**src/rtl/prog_feeder.sv**
```systemverilog
// Program source for the 8-bit control unit: loadable word memory plus a
// program counter that feeds instructions and immediates onto din.
module prog_feeder #(
   parameter int DEPTH = 16,
   parameter int AW    = 4,
   parameter int DW    = 8
) (
   input  logic          clk,
   input  logic          resetn,
   input  logic          load_en,
   input  logic [AW-1:0] load_addr,
   input  logic [DW-1:0] load_data,
   input  logic [AW:0]   prog_len,
   input  logic          start,
   input  logic          abort,
   input  logic          ir_enable,
   input  logic [2:0]    cu_state,
   output logic [DW-1:0] din,
   output logic [AW:0]   pc,
   output logic          busy,
   output logic          done,
   output logic          err
);

   typedef enum logic [2:0] {
      S_IDLE,
      S_FETCH,
      S_IMM,
      S_DRAIN,
      S_DONE
   } state_t;

   localparam logic [AW:0] LP_DEPTH = (AW+1)'(DEPTH);
   localparam logic [AW:0] LP_ONE   = (AW+1)'(1);

   state_t        r_state;
   state_t        w_state_nxt;
   logic [AW:0]   r_pc;
   logic [AW:0]   w_pc_nxt;
   logic          r_err;
   logic          w_err_nxt;
   logic          r_pend;
   logic          w_pend_nxt;
   logic [DW-1:0] r_mem [DEPTH];

   logic [AW:0]   w_eff_len;
   logic [AW:0]   w_pc_inc;
   logic [AW:0]   w_pc_imm;
   logic [DW-1:0] w_word;
   logic          w_in_range;
   logic          w_is_imm;
   logic          w_drive;

   assign w_eff_len  = (prog_len > LP_DEPTH) ? LP_DEPTH : prog_len;
   assign w_pc_inc   = r_pc + LP_ONE;
   assign w_word     = r_mem[r_pc[AW-1:0]];
   assign w_in_range = r_pc < w_eff_len;
   assign w_is_imm   = w_word[DW-1 -: 2] == 2'b01;
   assign w_pc_imm   = w_in_range ? w_pc_inc : r_pc;
   assign w_drive    = (r_state == S_FETCH) || (r_state == S_IMM);

   // Out-of-range reads drive 00, which the CU decodes as a harmless mv
   assign din  = (w_drive && w_in_range) ? w_word : '0;
   assign pc   = r_pc;
   assign busy = (r_state == S_FETCH) || (r_state == S_IMM) ||
                 (r_state == S_DRAIN);
   assign done = r_state == S_DONE;
   assign err  = r_err;

   always_ff @(posedge clk) begin
      if (load_en && !busy) begin
         r_mem[load_addr] <= load_data;
      end
   end

   always_ff @(posedge clk or negedge resetn) begin
      if (!resetn) begin
         r_state <= S_IDLE;
         r_pc    <= '0;
         r_err   <= 1'b0;
         r_pend  <= 1'b0;
      end else begin
         r_state <= w_state_nxt;
         r_pc    <= w_pc_nxt;
         r_err   <= w_err_nxt;
         r_pend  <= w_pend_nxt;
      end
   end

   always_comb begin
      w_state_nxt = r_state;
      w_pc_nxt    = r_pc;
      w_err_nxt   = r_err;
      w_pend_nxt  = r_pend;
      if (abort) begin
         w_state_nxt = S_IDLE;
         w_pend_nxt  = 1'b0;
      end else begin
         unique case (r_state)
            S_IDLE, S_DONE: begin
               if (start) begin
                  if (w_eff_len != '0) begin
                     w_pc_nxt    = '0;
                     w_err_nxt   = 1'b0;
                     w_state_nxt = S_FETCH;
                  end else begin
                     w_state_nxt = S_DONE;
                  end
               end
            end
            S_FETCH: begin
               if (ir_enable) begin
                  w_pc_nxt   = w_pc_inc;
                  w_pend_nxt = w_is_imm;
                  if (w_is_imm) begin
                     w_state_nxt = S_IMM;
                  end else if (w_pc_inc == w_eff_len) begin
                     w_state_nxt = S_DRAIN;
                  end
               end
            end
            S_IMM: begin
               // Immediate is consumed on the CU decode/execute edge
               if (r_pend && cu_state == 3'b010) begin
                  w_pc_nxt    = w_pc_imm;
                  w_err_nxt   = r_err | ~w_in_range;
                  w_pend_nxt  = 1'b0;
                  w_state_nxt = (w_pc_imm >= w_eff_len) ? S_DRAIN : S_FETCH;
               end
            end
            S_DRAIN: begin
               if (cu_state == 3'b000 && !ir_enable) begin
                  w_state_nxt = S_DONE;
               end
            end
            default: begin
               w_state_nxt = S_IDLE;
            end
         endcase
      end
   end

endmodule

```
**config.mk**
```make
export PLATFORM = sky130hd
export DESIGN_NAME = prog_feeder
export DESIGN_NICKNAME = d
export VERILOG_FILES = /design/src/rtl/prog_feeder.sv
export SDC_FILE = /design/constraint.sdc
export NUM_CORES = 1
export LEC_CHECK = 0
export ABC_AREA = 1
export CORE_MARGIN = 5
export CORE_UTILIZATION = 59
export CTS_CLUSTER_SIZE = 40
export DETAILED_ROUTE_END_ITERATION = 16
export GPL_ROUTABILITY_DRIVEN = 0
export MAX_ROUTING_LAYER = met4
export PLACE_DENSITY_LB_ADDON = 0.2
export SKIP_LAST_GASP = 1
export SYNTH_ARGS = -nofsm -noshare
export SYNTH_HDL_FRONTEND = slang
export SYNTH_SLANG_ARGS = --single-unit
```
**constraint.sdc**
```tcl
create_clock -name clk -period 4.1 [get_ports clk]
set_input_delay 1.23 -clock clk [delete_from_list [all_inputs] [get_ports clk]]
set_output_delay 1.23 -clock clk [all_outputs]
set_load 0.02 [all_outputs]
```
# Yosys cells after proc, flatten, opt, wreduce, memory -nomap -nowiden
# Memories as Yosys holds them, arrays and structs flattened.
# Cells that the tools add are included.
classes:
  add_sub_neg: 1
  n_lt_le_gt_ge: 3
  eq_ne: 16
  muxes: 28
  bitwise: 3
  n_reduce_logical: 19
ops:
  columns: ["operator", "n"]
  rows:
  - ["$mux W5", 6]
  - ["$mux W3", 8]
  - ["$pmux W5 S3", 1]
  - ["$pmux W3 S4", 1]
  - ["$reduce_and A5 Y1", 2]
  - ["$eq A3 B2 Y1 const B", 3]
  - ["$mux W1", 8]
  - ["$mux W8", 1]
  - ["$logic_not A3 Y1", 2]
  - ["$ne A2 B2 Y1 const B", 3]
  - ["$ne A3 B2 Y1 const B", 2]
  - ["$ne A3 B3 Y1 const B", 2]
  - ["$reduce_and A6 Y1", 1]
  - ["$reduce_bool A3 Y1", 2]
  - ["$add A5 B1 Y5 const B", 1]
  - ["$eq A5 B5 Y1", 1]
  - ["$ge A5 B5 Y1", 1]
  - ["$gt A5 B5 Y1 const B", 1]
  - ["$lt A5 B5 Y1", 1]
  - ["$reduce_bool A5 Y1", 1]
  - ["$logic_and A1 B1 Y1", 4]
  - ["$ne A4 B3 Y1 const B", 1]
  - ["$pmux W1 S2", 2]
  - ["$eq A3 B1 Y1 const B", 1]
  - ["11 further kinds", 14]
word_totals:
  register_bits: 10
  mem_bits_rw: 128
  in_bits: 26
  out_inout_bits: 16
  memories: 1
mem_list:
  columns: ["name", "words", "word_bits", "read_ports", "rd_clocked_by_memory_dff", "wr", "line", "text"]
  rows:
  - ["r_mem", 16, 8, 1, 0, 1, "44", "logic [DW-1:0] r_mem [DEPTH];"]

# Depth between registers and ports, before layout
depth:
  word_depth: 9
  ltp_mapped: 19
  ltp_nobuf: 19

# Worst setup path after synthesis
# Ideal clock, no wire load.
synth_path:
  path_kind: "input -> output"
  from: "input port prog_len[0]"
  to: "output port din[0]"
  t_arrival_ns: 3.061
  required_ns: 2.870
  setup_slack_ns: -0.191
  cell_stages: 12
  n_path_buf: 0
  path_cell_list: "nor2_1 nand2_1 nand2_1 nand2_1 ha_1 nand2_1 inv_1 o21ai_0 nand3_1 nor2_2 inv_1 nor3_1"
synth_between:
  elab_chain_len: 5
synth_rtl:
  columns: ["item", "line", "text"]
  rows:
  - ["start: declaration", "13", "input logic [AW:0] prog_len,"]
  - ["$gt A5 B5 Y1", "54", "assign w_eff_len = (prog_len > LP_DEPTH) ? LP_DEPTH : prog_len;"]
  - ["$mux W5 (*)", "54", null]
  - ["$lt A5 B5 Y1 (*)", "57", "assign w_in_range = r_pc < w_eff_len;"]
  - ["$logic_and A1 B1 Y1 (*)", "63", "assign din = (w_drive && w_in_range) ? w_word : '0;"]
  - ["$mux W8 (*)", "63", null]
  - ["end: declaration", "18", "output logic [DW-1:0] din,"]
# Every way passes the cells marked *; elsewhere a longest branch is shown, timed or not.

# Worst setup path after layout
layout_path:
  from: "input port prog_len[2]"
  to: "output port din[3]"
# Same word-level chain as after synthesis.

==> out/results.md <==
| Metric | Value | Unit |
|:---|:---|:---|
| Result of the run | complete, no violations | - |
| Top cells by instance count after synthesis | sky130_fd_sc_hd__nand2_1, sky130_fd_sc_hd__edfxtp_1, sky130_fd_sc_hd__nor2_1, sky130_fd_sc_hd__inv_1, sky130_fd_sc_hd__nand3_1 | - |
| Clock transition time at the flip-flop clock pins of the worst setup and hold paths | 0.06 | ns |
| Most common cell in the synthesized netlist | sky130_fd_sc_hd__nand2_1 | - |
| Count of unresolved DRC violations after routing | 0 | - |
| Worst Clk Skew | 0.00466 | ns |
| Max Clk Rate | 244 | MHz |
| Worst Hold Endpoint | err | - |
| Total of flip-flops plus latches after synthesis | 138 | - |
| Setup repair after global routing missed its margin | yes | - |
| Final worst-path cycle share | 99.9 | % |
| Power per unit of standard cell area | 718 | nW/um^2 |
| Via total after detailed routing | 4,910 | - |
| Minimum setup slack after placement | -1.02 | ns |
| TritonCTS clock tree | yes | - |
| Diode insertion count for antenna repair | 0 | - |
| Maximum cell stage delay along the critical path | 0.21 | ns |
| Total Routed Length | 16,600 | microns |
| Post-route setup slack | 0.00291 | ns |
| Fraction of the yosys area taken by sequential cells | 64.4 | % |
| Most used flip-flop cell after synthesis | sky130_fd_sc_hd__edfxtp_1 | - |
| Synth-to-Final Area Change | 22.8 | % |
| Number of optimization iterations in the first detailed-route pass | 5 | - |
| Worst path cell trace | buf_6 > nor2_2 > nand2_2 > nand2_4 > nand2_4 > ha_4 > nand2_2 > inv_2 > o21ai_2 > nand3_2 > nor2_4 > buf_6 > o21ai_2 > a21oi_2 > buf_6 | - |
| Max-slew violation count | 0 | - |
| Worst path buffer plus inverter count | 4 | - |
| Post-detailed-route wirelength per cell | 20.0 | microns |
| CP top delay family | simple AND/OR/NAND/NOR gates | - |
| Number of nets still failing antenna checks after routing | 0 | - |
| Post-synthesis async set-or-reset flop share | 7.25 | % |
| Final Hold Vio Count | 0 | - |
| Data required time of the critical path | 2.87 | ns |
| Input/output buffers | 41 | - |
| Worst slew margin relative to its limit | 40.9 | % |
| CP Launch Type | input port | - |
| Cell count after synthesis | 592 | - |
| WHS Path Cells | 2 | - |
| Via density | 5.94 | - |
| Proportion of layout cells with a drive suffix above 1 | 20.1 | % |
| Most Frequent Cell on Critical Path | sky130_fd_sc_hd__buf_6 | - |
| Type of the most critical hold path | reg2reg | - |
| Synthesized netlist net count | 629 | - |
| Worst Tran Pin Value | 0.883 | ns |
| CTS buffer count | 17 | - |
| DIE WIDTH | 114 | microns |
| Die Area | 13,000 | sq um |
| Startpoint of the worst register-to-register path | pc[4] | - |
| Reg-to-reg slack, setup | 1.20 | ns |
| Core ar. | 10,700 | sq um |
| Boundary pin count | 42 | - |
| R2R cell count | 16 | - |
| Hold slack final | 0.533 | ns |
| Clock latency of the later-clocked register in the worst-skew pair | 0.53 | ns |
| Number of cell rows | 38 | - |
| Vias in the first global route | 5,088 | - |
| Critical Path End Type | output port | - |
| Count of H-tree levels built during CTS | 4 | - |
| Clock sink count | 138 | - |
| CP arrival | 2.87 | ns |
| CP Max Fanout | 4 | - |
| Wire length of the first global-routing pass | 25,600 | microns |
| Mean Syn Cell Area | 10.7 | sq um |
| Number of warnings issued by yosys | 0 | - |
| Slowest cell on crit path | sky130_fd_sc_hd__ha_4 | - |
| GRT Overall Usage | 27.5 | % |
| Buffer depth of the longest clock path | 2 | - |
| Setup_tns | 0 | ns |
| Detail Placement HPWL | 10,600 | microns |
| Synthesized cell area | 6360 | sq um |
| Standby leakage power | 2.98 | nW |
| Synth area leader | sky130_fd_sc_hd__edfxtp_1 | - |
| Final critical-path required period | 4.10 | ns |
| EDFF count, synth | 128 | - |
| GRT overflow | 0 | - |
| Maximum number of pins on one net before global-route repair | 72 | - |
| Largest cells by area after synthesis | sky130_fd_sc_hd__edfxtp_1, sky130_fd_sc_hd__nand2_1, sky130_fd_sc_hd__nor2_1 | - |
| VDD IR max | 0.613 | mV |
| Setup CP Type | in2out | - |
| Start point of the worst hold path | err | - |
| Final setup viols | 0 | - |
| Initial Util | 59.4 | % |
| Count of maximum capacitance violations | 0 | - |
| Nets@finish | 711 | - |
| Number of DRC markers after the initial detailed-route iteration | 487 | - |
| Root buf cell | sky130_fd_sc_hd__clkbuf_8 | - |
| Reg2reg end | r_state[1] | - |
| Die boundary height | 114 | microns |
| Library cells used by synthesis | 39 | - |
| Fraction of post-synthesis cell area in the top cell type by area | 60.5 | % |
| Number of antenna violations at the first check in global routing | 0 | - |
cell usage in the layout (no fill, tap or decap), drive strengths merged, types with 7 or more instances in the layout:
cell type	Yosys	routed
a31oi	10	10
nor2	83	83
ha	11	11
nand2	138	138
buf	14	58
a21oi	29	29
nor3	12	12
clkdlybuf4s50	0	28
clkbuf	10	19
o21ai	37	37
inv	42	45
o22ai	7	7
dfrtp	10	10
nand3	35	35
edfxtp	128	128
repair_timing:
item | 4_1_cts | 5_1_grt
pin swaps | 9 | 9
gates resized for setup | 75 | 16
buffers inserted | 5 | 0
endpoints found under the setup margin | 8 | 8
hold buffers | 0 | 0
cell families after synthesis:
group,count (synthesis),synth area share (%)
compound gates,98,9.01
fa+ha+maj,11,2.16
simple gates,276,18.6
xor+xnor,2,0.276
buf+inv,67,5.55
flops,138,64.4
metal layers:
layer | track usage, % | routed length [microns] | up-vias
met5 | - | 0 | -
met4 | 15.6 | 748 | 0
met3 | 7.85 | 1260 | 61
met2 | 45.0 | 8430 | 263
met1 | 30.1 | 6130 | 2341
li1 | - | - | 2245
worst max path at each step:
stage	slack, ns	depth (start not counted)	startpoint	to
final	0.003	15	prog_len[2]	din[3]
after global routing	-0.10	15	prog_len[0]	din[3]
after CTS	-0.04	15	prog_len[2]	din[3]
after detailed placement	-1.02	15	prog_len[0]	din[3]
after global placement	-0.93	15	prog_len[0]	din[5]
after floorplan	-0.05	12	prog_len[0]	din[6]
registers in the layout (all words and copies together) (netlist names):
signal / flops
r_mem: 128
pc: 5
r_state: 3
err: 1
r_pend: 1
worst min-delay path, delay by kind of cell (launching register included):
| family | cells | cell delay [ns] |
|---|---|---|
| AOI/OAI and AO/OA | 2 | 0.14 |
| DFF | 1 | 0.35 |
final cells by class:
cell class	count	area [sq um]
timing repair buffer	87	769
clock buffer	18	418
sequential	138	4100
clock inverter	14	171
multi-input combinational	387	2010
inverter	43	164
fill	721	2890
tap	140	175
per-stage QoR:
stage / util, % / power [mW] / std cells / area (sq um)
after detailed placement: 66.4 / 4.00 / 790 / 7110
final: 73.0 / 5.60 / 827 / 7810
after global routing: 73.0 / 5.92 / 827 / 7810
after floorplan: - / 3.24 / 592 / 6370
after global placement: 66.4 / 3.93 / 790 / 7110
after CTS: 72.5 / 5.54 / 827 / 7750
report_power, final:
part / switching (mW) / internal (mW) / total (mW)
Clock: 0.582 / 0.929 / 1.51
Combinational: 1.56 / 0.854 / 2.41
Sequential: 0.0676 / 1.61 / 1.68
Total: 2.21 / 3.40 / 5.60
Note: power is estimated with default switching activity, not from simulation.
